--- src/rtl/ds_multich_reg_bridge_pkg.sv ---
// Shared constants and helpers for the delta-sigma register bridge.
// Register map, control bit positions and reset values.
package ds_bridge_pkg;

   localparam int REG_SAMPLE = 0;
   localparam int REG_CTRL   = 1;
   localparam int REG_DIV    = 2;

   localparam int CTRL_RESET_LFSR   = 12;
   localparam int CTRL_FORCE_ERR    = 13;
   localparam int CTRL_DUAL_SLOPE   = 14;
   localparam int CTRL_DOUBLE_SLOPE = 15;

   localparam logic [15:0] RST_SAMPLE = 16'h8000;
   localparam logic [15:0] RST_CTRL   = 16'h0700;
   localparam logic [15:0] RST_DIV    = 16'h0000;
   localparam logic [15:0] RST_EXTRA  = 16'h0000;

   function automatic int flat_to_ch(int idx, int rpc);
      return idx / rpc;
   endfunction

   function automatic logic [15:0] reg_rst_val(int r);
      logic [15:0] v;
      v = RST_EXTRA;
      if (r == REG_SAMPLE) v = RST_SAMPLE;
      if (r == REG_CTRL)   v = RST_CTRL;
      if (r == REG_DIV)    v = RST_DIV;
      return v;
   endfunction

endpackage

--- src/rtl/ds_multich_reg_bridge_if.sv ---
// Host/modulator-side signal bundle of the register bridge.
// The master drives the byte bus and pulse strobes; the bridge is the slave.
interface ds_multich_reg_bridge_if #(
   parameter int NUM_CH      = 2,
   parameter int REGS_PER_CH = 3
);
   localparam int NREG      = NUM_CH * REGS_PER_CH;
   localparam int ADDR_BITS = (NREG > 1) ? $clog2(NREG) : 1;

   logic [7:0]           data_in;
   logic [ADDR_BITS-1:0] addr;
   logic                 data_part_in;
   logic [NUM_CH-1:0]    pulse_done;
   logic [NREG*16-1:0]   active_regs;
   logic [NUM_CH-1:0]    pending;
   logic [NUM_CH-1:0]    pulse_toggle;
   logic                 wr_ack;

   modport master (
      output data_in, addr, data_part_in, pulse_done,
      input  active_regs, pending, pulse_toggle, wr_ack
   );

   modport slave (
      input  data_in, addr, data_part_in, pulse_done,
      output active_regs, pending, pulse_toggle, wr_ack
   );

endinterface

--- src/rtl/ds_multich_reg_bridge_pulse_divider.sv ---
// Per-channel pulse-rate divider: toggles its output every D+1 pulses.
// The reload value is sampled only when the counter expires.
module ds_pulse_divider #(
   parameter int DIV_BITS = 8
) (
   input  logic                clk,
   input  logic                reset,
   input  logic                pulse_i,
   input  logic [DIV_BITS-1:0] div_i,
   output logic                toggle_o
);

   logic [DIV_BITS-1:0] cnt_q, cnt_d;
   logic                tgl_q, tgl_d;

   always_ff @(posedge clk) begin
      if (reset) begin
         cnt_q <= '0;
         tgl_q <= 1'b0;
      end else begin
         cnt_q <= cnt_d;
         tgl_q <= tgl_d;
      end
   end

   always_comb begin
      cnt_d = cnt_q;
      tgl_d = tgl_q;
      if (pulse_i) begin
         if (cnt_q == '0) begin
            tgl_d = ~tgl_q;
            cnt_d = div_i;
         end else begin
            cnt_d = cnt_q - DIV_BITS'(1);
         end
      end
   end

   assign toggle_o = tgl_q;

endmodule

--- src/rtl/ds_multich_reg_bridge.sv ---
// Host register bridge: byte-wide two-phase writes into shadow registers,
// committed to the active set only on each channel's pulse boundary.
module ds_multich_reg_bridge
   import ds_bridge_pkg::*;
#(
   parameter int NUM_CH      = 2,
   parameter int REGS_PER_CH = 3,
   parameter int SYNC_STAGES = 2,
   parameter int DIV_BITS    = 8
) (
   input logic                   clk,
   input logic                   reset,
   ds_multich_reg_bridge_if.slave bus
);

   localparam int NREG      = NUM_CH * REGS_PER_CH;
   localparam int ADDR_BITS = (NREG > 1) ? $clog2(NREG) : 1;

   logic [SYNC_STAGES-1:0] sync_q;
   logic                   dp_last_q;
   logic                   dp, fall, rise;
   logic [7:0]             data_low_q;
   logic                   addr_ok, wr_evt;

   logic [15:0]       shadow_q [NREG];
   logic [15:0]       shadow_d [NREG];
   logic [15:0]       active_q [NREG];
   logic [15:0]       active_d [NREG];
   logic [NUM_CH-1:0] pending_q, pending_d;
   logic [NUM_CH-1:0] commit;
   logic [NUM_CH-1:0] toggle;
   logic              wr_ack_q;

   // Async strobe; all stages idle high so a write needs a fresh low phase.
   always_ff @(posedge clk) begin
      if (reset) begin
         sync_q    <= '1;
         dp_last_q <= 1'b1;
      end else begin
         sync_q    <= {sync_q[SYNC_STAGES-2:0], bus.data_part_in};
         dp_last_q <= sync_q[SYNC_STAGES-1];
      end
   end

   assign dp   = sync_q[SYNC_STAGES-1];
   assign fall = ~dp & dp_last_q;
   assign rise = dp & ~dp_last_q;

   always_ff @(posedge clk) begin
      if (fall) data_low_q <= bus.data_in;
   end

   assign addr_ok = 32'(bus.addr) < 32'(NREG);
   assign wr_evt  = rise & addr_ok;
   assign commit  = bus.pulse_done & pending_q;

   always_comb begin
      shadow_d  = shadow_q;
      active_d  = active_q;
      pending_d = pending_q & ~commit;
      for (int i = 0; i < NREG; i++) begin
         if (commit[flat_to_ch(i, REGS_PER_CH)]) begin
            active_d[i] = shadow_q[i];
         end else if (bus.pulse_done[flat_to_ch(i, REGS_PER_CH)] &&
                      (i % REGS_PER_CH) == REG_CTRL) begin
            active_d[i][CTRL_RESET_LFSR] = 1'b0;
         end
         if (wr_evt && bus.addr == ADDR_BITS'(i)) begin
            shadow_d[i] = {bus.data_in, data_low_q};
            pending_d[flat_to_ch(i, REGS_PER_CH)] = 1'b1;
         end
      end
   end

   always_ff @(posedge clk) begin
      if (reset) begin
         for (int i = 0; i < NREG; i++) begin
            shadow_q[i] <= reg_rst_val(i % REGS_PER_CH);
            active_q[i] <= reg_rst_val(i % REGS_PER_CH);
         end
         pending_q <= '0;
         wr_ack_q  <= 1'b0;
      end else begin
         shadow_q  <= shadow_d;
         active_q  <= active_d;
         pending_q <= pending_d;
         wr_ack_q  <= wr_evt;
      end
   end

   // Divider reloads from the pre-commit active value.
   for (genvar c = 0; c < NUM_CH; c++) begin : g_div
      ds_pulse_divider #(
         .DIV_BITS (DIV_BITS)
      ) u_div (
         .clk      (clk),
         .reset    (reset),
         .pulse_i  (bus.pulse_done[c]),
         .div_i    (active_q[c*REGS_PER_CH+REG_DIV][DIV_BITS-1:0]),
         .toggle_o (toggle[c])
      );
   end

   for (genvar i = 0; i < NREG; i++) begin : g_out
      assign bus.active_regs[16*i +: 16] = active_q[i];
   end

   assign bus.pending      = pending_q;
   assign bus.pulse_toggle = toggle;
   assign bus.wr_ack       = wr_ack_q;

endmodule

--- src/flat_wrapper.sv ---
// flat-port wrapper written by rule: the top's interface ports become plain ports
module ds_multich_reg_bridge_flat import ds_bridge_pkg::*;
#(
   parameter int NUM_CH      = 2,
   parameter int REGS_PER_CH = 3,
   parameter int SYNC_STAGES = 2,
   parameter int DIV_BITS    = 8
)
  (clk, reset, bus_data_in, bus_addr, bus_data_part_in, bus_pulse_done, bus_active_regs, bus_pending, bus_pulse_toggle, bus_wr_ack);
  ds_multich_reg_bridge_if #(.NUM_CH(NUM_CH), .REGS_PER_CH(REGS_PER_CH)) bus_i ();
  input logic clk;
  input logic reset;
  input wire logic [$bits(bus_i.data_in)-1:0] bus_data_in;
  input wire logic [$bits(bus_i.addr)-1:0] bus_addr;
  input wire logic [$bits(bus_i.data_part_in)-1:0] bus_data_part_in;
  input wire logic [$bits(bus_i.pulse_done)-1:0] bus_pulse_done;
  output wire logic [$bits(bus_i.active_regs)-1:0] bus_active_regs;
  output wire logic [$bits(bus_i.pending)-1:0] bus_pending;
  output wire logic [$bits(bus_i.pulse_toggle)-1:0] bus_pulse_toggle;
  output wire logic [$bits(bus_i.wr_ack)-1:0] bus_wr_ack;
  assign bus_i.data_in = bus_data_in;
  assign bus_i.addr = bus_addr;
  assign bus_i.data_part_in = bus_data_part_in;
  assign bus_i.pulse_done = bus_pulse_done;
  assign bus_active_regs = bus_i.active_regs;
  assign bus_pending = bus_i.pending;
  assign bus_pulse_toggle = bus_i.pulse_toggle;
  assign bus_wr_ack = bus_i.wr_ack;
  ds_multich_reg_bridge #(.NUM_CH(NUM_CH), .REGS_PER_CH(REGS_PER_CH), .SYNC_STAGES(SYNC_STAGES), .DIV_BITS(DIV_BITS)) u_core (.clk(clk), .reset(reset), .bus(bus_i));
endmodule
--- config.mk ---
export PLATFORM = sky130hd
export DESIGN_NAME = ds_multich_reg_bridge_flat
export DESIGN_NICKNAME = d
export VERILOG_FILES = /design/src/rtl/ds_multich_reg_bridge_pkg.sv /design/src/rtl/ds_multich_reg_bridge_if.sv /design/src/rtl/ds_multich_reg_bridge_pulse_divider.sv /design/src/rtl/ds_multich_reg_bridge.sv /design/src/flat_wrapper.sv
export SDC_FILE = /design/constraint.sdc
export NUM_CORES = 1
export LEC_CHECK = 0
export CAP_MARGIN = 20
export CORE_MARGIN = 3
export CORE_UTILIZATION = 40
export CTS_CLUSTER_DIAMETER = 50
export DETAILED_ROUTE_END_ITERATION = 16
export GPL_ROUTABILITY_DRIVEN = 0
export PLACE_DENSITY_LB_ADDON = 0.25
export SETUP_SLACK_MARGIN = 0.4
export SLEW_MARGIN = 25
export SYNTH_ARGS = -nofsm -noshare
export SYNTH_HDL_FRONTEND = slang
export SYNTH_SLANG_ARGS = --single-unit
--- constraint.sdc ---
create_clock -name clk -period 2.48 [get_ports clk]
set_input_delay 0.496 -clock clk [delete_from_list [all_inputs] [get_ports clk]]
set_output_delay 0.496 -clock clk [all_outputs]
set_load 0.1 [all_outputs]
==> results.md <==
- The die is around 150 um tall.
- The diode insertion count for antenna repair is 0.
- The CTS clock-pin slew for the worst setup and hold paths is 60 ps.
- Data on the critical path is required at its endpoint by 2920 ps.
- The area growth from synthesis to layout is 26.7%.
- In this run, CTS created clock tree buffers numbering 28.
- The transition time of the tightest slew-check pin is between 900 and 1000 ps.
- The synthesized netlist contains 58 unique library cells.
- The count of pins over their slew limit is 0.
- Pin placement for this block handled 117 I/O pins.
- The count of final hold-check violations is 0.
- On the critical path, the stage with the largest delay is an instance of sky130_fd_sc_hd__or3b_2.
- The initial utilization of the core area, before any placement, comes to 0.408.
- The Yosys step of the flow raised 0 warnings.
- The worst hold path terminates at u_core.g_div[0].u_div.toggle_o$_SDFFE_PP0P_.
- The arrival time of the worst setup path is around 2400 ps.
- Summed over all cells, the static leakage comes to approximately 0.0040 uW.
- Clock skew on the completed layout was measured at about 12 ps.
- The stage delay of the slowest cell on the critical path is approximately 540 ps.
- The top cell types in the final layout, fill and taps aside, are sky130_fd_sc_hd__nand2_1 (218), sky130_fd_sc_hd__dfxtp_1 (216), sky130_fd_sc_hd__a21oi_1 (146).
- The time the final worst path needs with I/O delays and setup is between 1500 and 2000 ps.
- The synthesized netlist cell count is between 1000 and 1500.
- The beginning of the worst hold path is reset.
- The critical path is of the reg -> reg type.
- The detailed-route wire length per cell is 16.8 um.
- The worst hold path belongs to the class in -> reg.
- Setup violations remaining at the end of the flow were counted as 0.
- No sink is reached through more buffers than the 3 on the longest clock path.
- The worst hold path passes through 2 cells.
- The setup slack on the worst flop-to-flop path is 540 ps.
- Wires add up to 23.7 mm.
- Dividing the final minimum period by the clock period gives 0.783.
- In this run the number of H-tree levels came out at 1.
- For this run the aggregate overflow at the end of global routing stands at 0.
- Yosys attributes the largest share of cell area to sky130_fd_sc_hd__dfxtp_1 (50%), sky130_fd_sc_hd__nand2_1 (9.5%), sky130_fd_sc_hd__a21oi_1 (8.5%), sky130_fd_sc_hd__nand3_1 (4.9%), sky130_fd_sc_hd__o21ai_0 (4.0%).
- Counting flops with a built-in enable in the synthesized netlist gives 8.
- The post-synth net total is around 1000.
- The final setup TNS is 0 ps.
- In the final layout, the share of cells above drive strength 1 is 0.193.
- The startpoint of the most critical register-to-register path is u_core.g_div[0].u_div.cnt_q[0]$_SDFFE_PP0P_.
- The timing startpoint of the critical path is u_core.g_div[0].u_div.cnt_q[0]$_SDFFE_PP0P_.
- Traced cell by cell, the critical path runs through inv_1 > ha_1 > or3b_2 > or4_1 > o311ai_1.
- The detail route stage leaves a number of antenna-violating nets equal to 0.
- The latest clock arrival within the worst-skew pair is 540 ps.
- TritonCTS built the clock tree.
- The largest voltage drop on the vdd net is 0.469 mV.
- The die boundary width is 153 um.
- For this design the ratio of total power to cell area is 875 nW/um^2.
- Of all cell types, the one taking the most synthesized area is sky130_fd_sc_hd__dfxtp_1.
- The register bit count reported by yosys is around 220.
- STA classifies the critical path startpoint as a register.
- The average instance in the mapped netlist occupies about 8.5 sq um.
- The most instantiated flip-flop cell in the synthesis netlist is sky130_fd_sc_hd__dfxtp_1.
- The pin count of the biggest net entering global routing is 68.
- Of all flip-flops after synthesis, the portion carrying an async set or reset was 0.
- The number of cells on the worst reg-to-reg path is 5.
- Hold timing on the final database bottoms out at a slack of ~330 ps.
- The area share of the leading cell type in the synthesized netlist is 0.503.
- The count of buffers added on input and output ports is 116.
- In this run the post-CTS setup repair buffer count came out at 0.
- The first-pass iteration count of the detailed router is 5.
- After detailed routing, the number of vias per cell comes to roughly 5.3.
- The number of max-cap violations is 0.
- OpenSTA, run right after detailed placement, puts the worst setup slack at about 200 ps.
- The via count is 7533.
- The number of placement rows is 53.
- The flow ran to the end, and the final reports show no timing, DRC or antenna violations.
- Derived from the worst setup path, the maximum achievable clock frequency is 0.515 GHz.
- The sink count of the clock tree is 224.
- The most common cell after layout, fill and taps aside is sky130_fd_sc_hd__nand2_1.
- The share of the Yosys chip area taken by registers is 0.531.
- The first routing iteration left 541 violations.
- The overall track demand over capacity in global routing is 0.193.
- The smallest setup slack after layout is around 540 ps.
- CTS placed an instance of sky130_fd_sc_hd__clkbuf_16 at the clock tree root.
- The kind of end point of the critical path is a register.
- The number of global-route vias before repair is 7100.
- The highest net fanout along the worst path is 7.
- The worst pin sits at a relative slew slack of 0.336.
- The initial antenna violation count is 0.
- For this run, design rule violations remaining after detail routing come to 0.
- The global-route wire length before repair is 37.8 mm.
- Setup repair after global routing left no endpoint under its margin.
- The total area inside the core boundary comes to 21100 sq um.
- The area of the mapped netlist is 8600 sq um.
- At the end of the flow, the number of nets in the layout was 1135.
- The post-detailed-placement half-perimeter wirelength is 15.4 mm.
- The area enclosed by the die boundary is 23300 sq um.
- In this run the critical register-to-register path is captured at u_core.g_div[0].u_div.cnt_q[2]$_SDFFE_PP0P_.
==> critical path: cells and delay by family, from the launching register on <==
| family | cells | cell delay (ps) |
|---|---|---|
| compound gates | 1 | 90 |
| flops | 1 | 350 |
| simple gates | 2 | 1030 |
| fa+ha+maj | 1 | 260 |
| buf+inv | 1 | 120 |
==> metrics by stage <==
step	utilization	power (uW)	cell area, sq um	instances
6_report	0.517	9530	10900	1411
5_1_grt	0.517	9900	10900	1411
4_1_cts	0.517	9560	10900	1411
3_5_place_dp	0.468	5170	9880	1360
3_3_place_gp	0.468	5160	9880	1360
2_1_floorplan	-	4870	8600	1017
==> registers in the layout, summed over array words and instances (netlist names) <==
name,count
u_core.sync_q,2
u_core.g_div.u_div.toggle_o,2
u_core.data_low_q,8
u_core.bus.wr_ack,1
u_core.g_div.u_div.cnt_q,16
u_core.bus.active_regs,96
u_core.shadow_q,96
u_core.dp_last_q,1
u_core.bus.pending,2
==> how the worst max path moves through the flow <==
stage / end / depth (start not counted)
after floorplan: u_core.bus.active_regs[30]$_SDFFE_PP0P_ / 5
after global placement: u_core.bus.wr_ack$_SDFF_PP0_ / 3
after detailed placement: u_core.bus.wr_ack$_SDFF_PP0_ / 3
after CTS: u_core.g_div[1].u_div.toggle_o$_SDFFE_PP0P_ / 5
after global routing: u_core.g_div[1].u_div.toggle_o$_SDFFE_PP0P_ / 5
final: u_core.g_div[0].u_div.cnt_q[2]$_SDFFE_PP0P_ / 5
==> routing by layer <==
metal | share of wire | GRT usage
met4 | 0.026 | 0.0607
met2 | 0.45 | 0.307
met1 | 0.47 | 0.270
met5 | 0 | 0
met3 | 0.052 | 0.0310
==> area by class of cell <==
class	instances	area [sq um]
timing repair buffer	157	1260
sequential	224	4560
multi-input combinational	687	3650
fill	2024	10200
clock buffer	33	751
inverter	17	63.8
tap	275	344
clock inverter	18	265
==> kinds of logic (layout without fill, tap and decap cells) <==
group / after synthesis / after routing / synth area share
flops: 224 / 224 / 0.531
compound gates: 266 / 266 / 0.176
buf+inv: 106 / 225 / 0.0484
fa+ha+maj: 4 / 4 / 0.00582
mux: 22 / 22 / 0.0257
simple gates: 395 / 395 / 0.214
==> Yosys cell counts (8+ instances only) <==
master and count:
sky130_fd_sc_hd__clkbuf_1 68, sky130_fd_sc_hd__a31o_2 17, sky130_fd_sc_hd__dfxtp_1 216, sky130_fd_sc_hd__nand3_1 84
sky130_fd_sc_hd__inv_1 16, sky130_fd_sc_hd__nand2b_1 21, sky130_fd_sc_hd__mux2i_1 21, sky130_fd_sc_hd__nand2_1 218
sky130_fd_sc_hd__edfxtp_1 8, sky130_fd_sc_hd__buf_1 12, sky130_fd_sc_hd__a21oi_1 146, sky130_fd_sc_hd__nor2_1 8
sky130_fd_sc_hd__nor4_1 17, sky130_fd_sc_hd__o21ai_0 69
==> repair_timing <==
action                     4_1_cts  5_1_grt
setup endpoints to repair        0        3
gates resized for setup          0        1
hold buffers                     0        0
==> power breakdown <==
group          leakage, uW  internal (uW)  switching, uW  total, uW
combinational      0.00167            501            735       1240
sequential         0.00182           3740            157       3890
clock             0.000497           2800           1600       4400
No activity file was read; power rests on OpenSTA's default activity.
